<file path="src/rtl/prescaler_bank.sv">
// prescaler_bank
//   Multi-channel programmable tick generator. Each of NCH channels emits a
//   single-cycle tick every (period+1) mclk cycles (PERIODIC) or once per
//   start trigger (ONESHOT). Period and mode of every channel are runtime
//   writable through a single-cycle config port. Out of reset, every channel
//   is PERIODIC with period DEFAULT_PERIOD (1 Hz from 50 MHz by default).
//
// Ports
//   mclk        clock, rising edge
//   reset       asynchronous reset, active-low
//   en          global count enable; low holds all counters and blocks ticks
//   cfg_we      config write strobe (one cycle per write)
//   cfg_ch      target channel of the write; indices >= NCH are ignored
//   cfg_mode    00 OFF, 01 PERIODIC, 10 ONESHOT, 11 reserved (acts as OFF)
//   cfg_period  new period P
//   start       per-channel one-shot trigger, sampled each cycle
//   tick        registered single-cycle pulse per channel
//   busy        per-channel one-shot countdown in progress
module prescaler_bank #(
  parameter int          NCH            = 4,
  parameter int          WIDTH          = 26,
  parameter int unsigned DEFAULT_PERIOD = 49_999_999,
  parameter int          CHW            = (NCH > 1) ? $clog2(NCH) : 1
) (
  input  logic             mclk,
  input  logic             reset,
  input  logic             en,
  input  logic             cfg_we,
  input  logic [CHW-1:0]   cfg_ch,
  input  logic [1:0]       cfg_mode,
  input  logic [WIDTH-1:0] cfg_period,
  input  logic [NCH-1:0]   start,
  output logic [NCH-1:0]   tick,
  output logic [NCH-1:0]   busy
);

  typedef enum logic [1:0] {
    MODE_OFF      = 2'b00,
    MODE_PERIODIC = 2'b01,
    MODE_ONESHOT  = 2'b10,
    MODE_RSVD     = 2'b11
  } mode_e;

  localparam logic [WIDTH-1:0] RST_PERIOD = WIDTH'(DEFAULT_PERIOD);

  logic [WIDTH-1:0] cnt_q    [NCH];
  logic [WIDTH-1:0] cnt_d    [NCH];
  logic [WIDTH-1:0] period_q [NCH];
  logic [WIDTH-1:0] period_d [NCH];
  mode_e            mode_q   [NCH];
  mode_e            mode_d   [NCH];
  logic [NCH-1:0]   busy_q, busy_d;
  logic [NCH-1:0]   tick_q, tick_d;

  // Zero-extended channel index; an index >= NCH matches no channel in the
  // loop below, so such a write has no effect anywhere.
  logic [31:0] cfg_idx;
  assign cfg_idx = 32'(cfg_ch);

  always_comb begin
    for (int i = 0; i < NCH; i++) begin
      cnt_d[i]    = cnt_q[i];
      period_d[i] = period_q[i];
      mode_d[i]   = mode_q[i];
      busy_d[i]   = busy_q[i];
      tick_d[i]   = 1'b0;

      if (cfg_we && (cfg_idx == 32'(i))) begin
        // A config write wins over start and count; a coincident start is dropped.
        period_d[i] = cfg_period;
        mode_d[i]   = mode_e'(cfg_mode);
        cnt_d[i]    = '0;
        busy_d[i]   = 1'b0;
      end else begin
        case (mode_q[i])
          MODE_PERIODIC: begin
            busy_d[i] = 1'b0;
            if (en) begin
              // Compare before increment so P = 2^WIDTH-1 never wraps early.
              if (cnt_q[i] == period_q[i]) begin
                cnt_d[i]  = '0;
                tick_d[i] = 1'b1;
              end else begin
                cnt_d[i] = cnt_q[i] + WIDTH'(1);
              end
            end
          end
          MODE_ONESHOT: begin
            if (start[i]) begin
              // Honoured even with en low; also restarts a running countdown.
              busy_d[i] = 1'b1;
              cnt_d[i]  = '0;
            end else if (busy_q[i]) begin
              if (en) begin
                if (cnt_q[i] == period_q[i]) begin
                  cnt_d[i]  = '0;
                  busy_d[i] = 1'b0;
                  tick_d[i] = 1'b1;
                end else begin
                  cnt_d[i] = cnt_q[i] + WIDTH'(1);
                end
              end
            end else begin
              cnt_d[i] = '0;
            end
          end
          default: begin
            // OFF and the reserved encoding
            cnt_d[i]  = '0;
            busy_d[i] = 1'b0;
          end
        endcase
      end
    end
  end

  always_ff @(posedge mclk or negedge reset) begin
    if (!reset) begin
      for (int i = 0; i < NCH; i++) begin
        cnt_q[i]    <= '0;
        period_q[i] <= RST_PERIOD;
        mode_q[i]   <= MODE_PERIODIC;
      end
      busy_q <= '0;
      tick_q <= '0;
    end else begin
      for (int i = 0; i < NCH; i++) begin
        cnt_q[i]    <= cnt_d[i];
        period_q[i] <= period_d[i];
        mode_q[i]   <= mode_d[i];
      end
      busy_q <= busy_d;
      tick_q <= tick_d;
    end
  end

  assign tick = tick_q;
  assign busy = busy_q;

endmodule

</file>
<file path="config.mk">
export PLATFORM = sky130hd
export DESIGN_NAME = prescaler_bank
export DESIGN_NICKNAME = d
export VERILOG_FILES = /design/src/rtl/prescaler_bank.sv
export SDC_FILE = /design/constraint.sdc
export NUM_CORES = 1
export LEC_CHECK = 0
export ABC_AREA = 1
export CORE_MARGIN = 2
export CORE_UTILIZATION = 30
export DETAILED_ROUTE_END_ITERATION = 8
export PLACE_DENSITY_LB_ADDON = 0.08
export SLEW_MARGIN = 20
export SYNTH_ARGS = -nofsm -noshare
export SYNTH_HDL_FRONTEND = slang
export SYNTH_SLANG_ARGS = --single-unit
</file>
<file path="constraint.sdc">
create_clock -name mclk -period 1.47 [get_ports mclk]
set_input_delay 0.147 -clock mclk [delete_from_list [all_inputs] [get_ports mclk]]
set_output_delay 0.147 -clock mclk [all_outputs]
set_load 0.005 [all_outputs]
</file>
==> metrics.yaml <==
synth_area_per_cell_um2: 7.32
place_ws_ps: -614
place_hpwl_mm: 30.1
yosys.cell_types.count: 35
die_width_um: 206
cp-end-kind: "register"
gp_congestion: 0.854
synth_top_area_share_pct: 30.3
yosys.area.top_type: "dfrtp_1"
cp_cell_sequence: "inv_2 -> nand2_2 -> nand2_2 -> nor2_4 -> nand2_1 -> nor2_1 -> nand2_1 -> or2_4 -> nand2_8 -> clkbuf_16 -> nor2_2"
finalPower_mw: 17.9
seq_power_share_pct: 40.8
syn-num-nets: 1718
hold_class: "in2async"
grt_pass1_wl_mm: 64.1
run_status: "finished, violations left"
holdWs_ps: 95.7
start_util_pct: 30.6
num_antenna_cells: 0
ant_nets: 0
first_pass_iters: 5
crit_arrival_ps: 2270
core_area_mm2: 0.0399
clock.fmax_mhz: 550
max-vdd-ir-drop_mv: 0.752
tightest_slew_ps: 480
cts_tree: "yes"
critPathBufInv: 2
io_buffers: 45
final_hold_viol_count: 0
setup_ws_ps: -349
relSlewSlack_pct: 67.9
vias: 11642
required_ps: 1920
clk_pin_slew_worst_paths_ps: 60
p_switching_mw: 5.13
grtUsageTotal_pct: 20.0
power.leakage_nw: 8.36
syn_area_mm2: 0.0122
maxCapViolCount: 0
ctsHtreeMaxLevel: 1
clock_latency_ps: 570
cp_max_fo: 6
synth_top_family_by_area: "simple AND/OR/NAND/NOR gates"
syn_inst: 1668
p_int_mw: 12.7
power_frac_comb_pct: 20.3
setup_viol_count_final: 112
cts_root_buf: "clkbuf_16"
slew_viol_final: 0
cpPeakStageDelay_ps: 540
violations: "setup timing"
drt_wl_total_mm: 42.1
syn_to_final_growth_pct: 49.6
seq_area_frac_synth_pct: 46.7
clock_path_buffers: 3
worstSetupPathType: "reg2reg"
via_per_inst: 4.38
rows: 73
grt_max_degree: 51
synth_compound_area_share_pct: 5.69
fillCellCount: 4048
yosys.area_share.adder_pct: 1.23
utilization_pct: 45.8
avgRoutedWirePerCell_um: 15.8
nets: 2161
clock_sinks: 224
swShare_pct: 28.7
power_frac_clock_pct: 38.9
grt_pass1_vias: 11483
finClkSkew_ps: 10.9
drt_iter0_markers: 661
pwr_density_cell_mw_per_mm2: 979
post-route-period-util_pct: 124
fp.dieH_um: 206
numCtsBuffers: 29
drcViolationCount: 0
yosys_register_bits: 224
critPathSlowestCell: "dfstp_2"
ios: 46
fin_crit_ps: 1820
overflow: 0
ys_warn_count: 0
rsz0062_at_grt: "yes"
muxShareOfSynthArea_pct: 0.164
antenna_found_initial: 0
synthXorXnorAreaFrac_pct: 6.24
drive_gt1_share_pct: 34.9
critPathLaunchType: "register"
dieArea_mm2: 0.0423
synth-simple-area-share_pct: 30.7
crit_family: "simple AND/OR/NAND/NOR gates"
synthTopCellsByArea: "dfrtp_1 (30%), nand2_1 (17%), dfstp_2 (16%), inv_1 (7.8%), nor2_1 (6.5%)"
## power groups by stage
stage	Sequential [mW]	Combinational (mW)	Clock, mW
2_1_floorplan	7.30	1.41	0
3_5_place_dp	7.38	2.96	0
4_1_cts	7.28	3.25	7.17
3_3_place_gp	7.37	2.94	0
6_report	7.29	3.62	6.96
5_1_grt	7.36	4.03	7.40
## area by class of cell
cell class	count	area [µm²]	share of cell area (%)
repair buffers	446	3860	21.1
multi-input cells	1155	6150	33.7
well taps	525	657	3.60
clock buffers	45	876	4.80
flip-flops and latches	224	5710	31.3
clock inverters	9	48.8	0.267
inverters	255	957	5.24
## worst register-to-register path: stages (launching register included)
cell and delay, ps:
dfstp_2 540, inv_2 40, nand2_2 50, nand2_2 80, nor2_4 140, nand2_1 60
nor2_1 100, nand2_1 100, or2_4 270, nand2_8 120, clkbuf_16 170, nor2_2 40
## layer usage
metal  up-vias  share of wire [%]  GRT usage [%]
met5         -                  0              0
met4         0                1.9           4.21
met3        44                3.4           2.50
met2       178                 45           32.0
met1      5447                 50           28.7
li1       5973                  -              -
## Yosys cell counts (all sizes together)
cell type	number
o21bai	5
a31oi	3
and3	1
or2	4
dfstp	76
o21ai	114
xnor2	10
clkbuf	22
mux2i	2
nor3	50
a21oi	8
nand2	560
dfrtp	148
a31o	1
buf	12
nand3b	3
ha	12
inv	255
nor2	219
nand4	21
xor2	77
a21o	1
nand3	64
## worst paths after layout
| path | end | slack [ps] | cells after the start | from |
|---|---|---|---|---|
| max in group asynchronous | period_q[92]$_DFFE_PN1P_ | 730 | 3 | reset |
| max | cnt_q[94]$_DFF_PN0_ | -350 | 11 | period_q[82]$_DFFE_PN1P_ |
| min reg2reg | period_q[98]$_DFFE_PN1P_ | 480 | 2 | period_q[98]$_DFFE_PN1P_ |
| min in group mclk | period_q[92]$_DFFE_PN1P_ | 190 | 3 | cfg_period[14] |
| min | cnt_q[18]$_DFF_PN0_ | 100 | 2 | reset |
| max reg2reg | cnt_q[94]$_DFF_PN0_ | -350 | 11 | period_q[82]$_DFFE_PN1P_ |
## kinds of logic (layout without fill, tap and decap cells)
kind of cell,after synthesis,in the layout
and+or+nand+nor,922,922
buffers and inverters,289,755
DFF,224,224
AOI/OAI and AO/OA,132,132
xor gates and xnor gates,87,87
adders and majority gates,12,12
muxes,2,2
## registers in the layout, indices dropped and copies added, names as in the netlist
| signal | cells |
|---|---|
| cnt_q | 104 |
| period_q | 104 |
| mode_q | 8 |
| busy | 4 |
| tick | 4 |
## placed cells by master, fill, tap and decap left out, types with 3 or more instances in the layout
master,n
xor2_2,5
ha_1,10
a21oi_1,3
nand3b_1,3
inv_1,233
nor3_2,7
clkinv_2,8
buf_12,13
dfrtp_1,140
xnor2_1,10
xor2_1,72
or2_4,3
o21bai_1,3
buf_4,357
dlygate4sd2_1,7
clkdlybuf4s50_1,36
clkbuf_8,9
nor3_1,38
a21oi_2,3
o21ai_0,110
a31oi_1,3
nor3_4,5
clkbuf_1,7
buf_6,20
inv_2,22
nor2_1,95
dfrtp_2,8
nand2_1,533
nand2_8,3
nor2_2,86
o21ai_2,3
nand3_1,61
clkbuf_16,36
nor2_4,38
nand2_2,24
nand4_1,20
dfstp_2,76
## through the flow
step | TNS, ps | area [µm²] | instances
after global placement | -78940 | 16100 | 2568
after global routing | -37080 | 18300 | 2659
after detailed placement | -81350 | 16100 | 2568
after CTS | -23130 | 17400 | 2644
after floorplan | -4950 | 12300 | 1668
final | -29910 | 18300 | 2659
## timing repair
action	CTS	global route
setup buffers	19	11
setup endpoints to repair	120	115
cloned	2	9
pin swaps	10	31
hold endpoints to repair	155	0
resized for setup	79	195
hold buffers	1	0
Note: power is estimated with default switching activity, not from simulation.
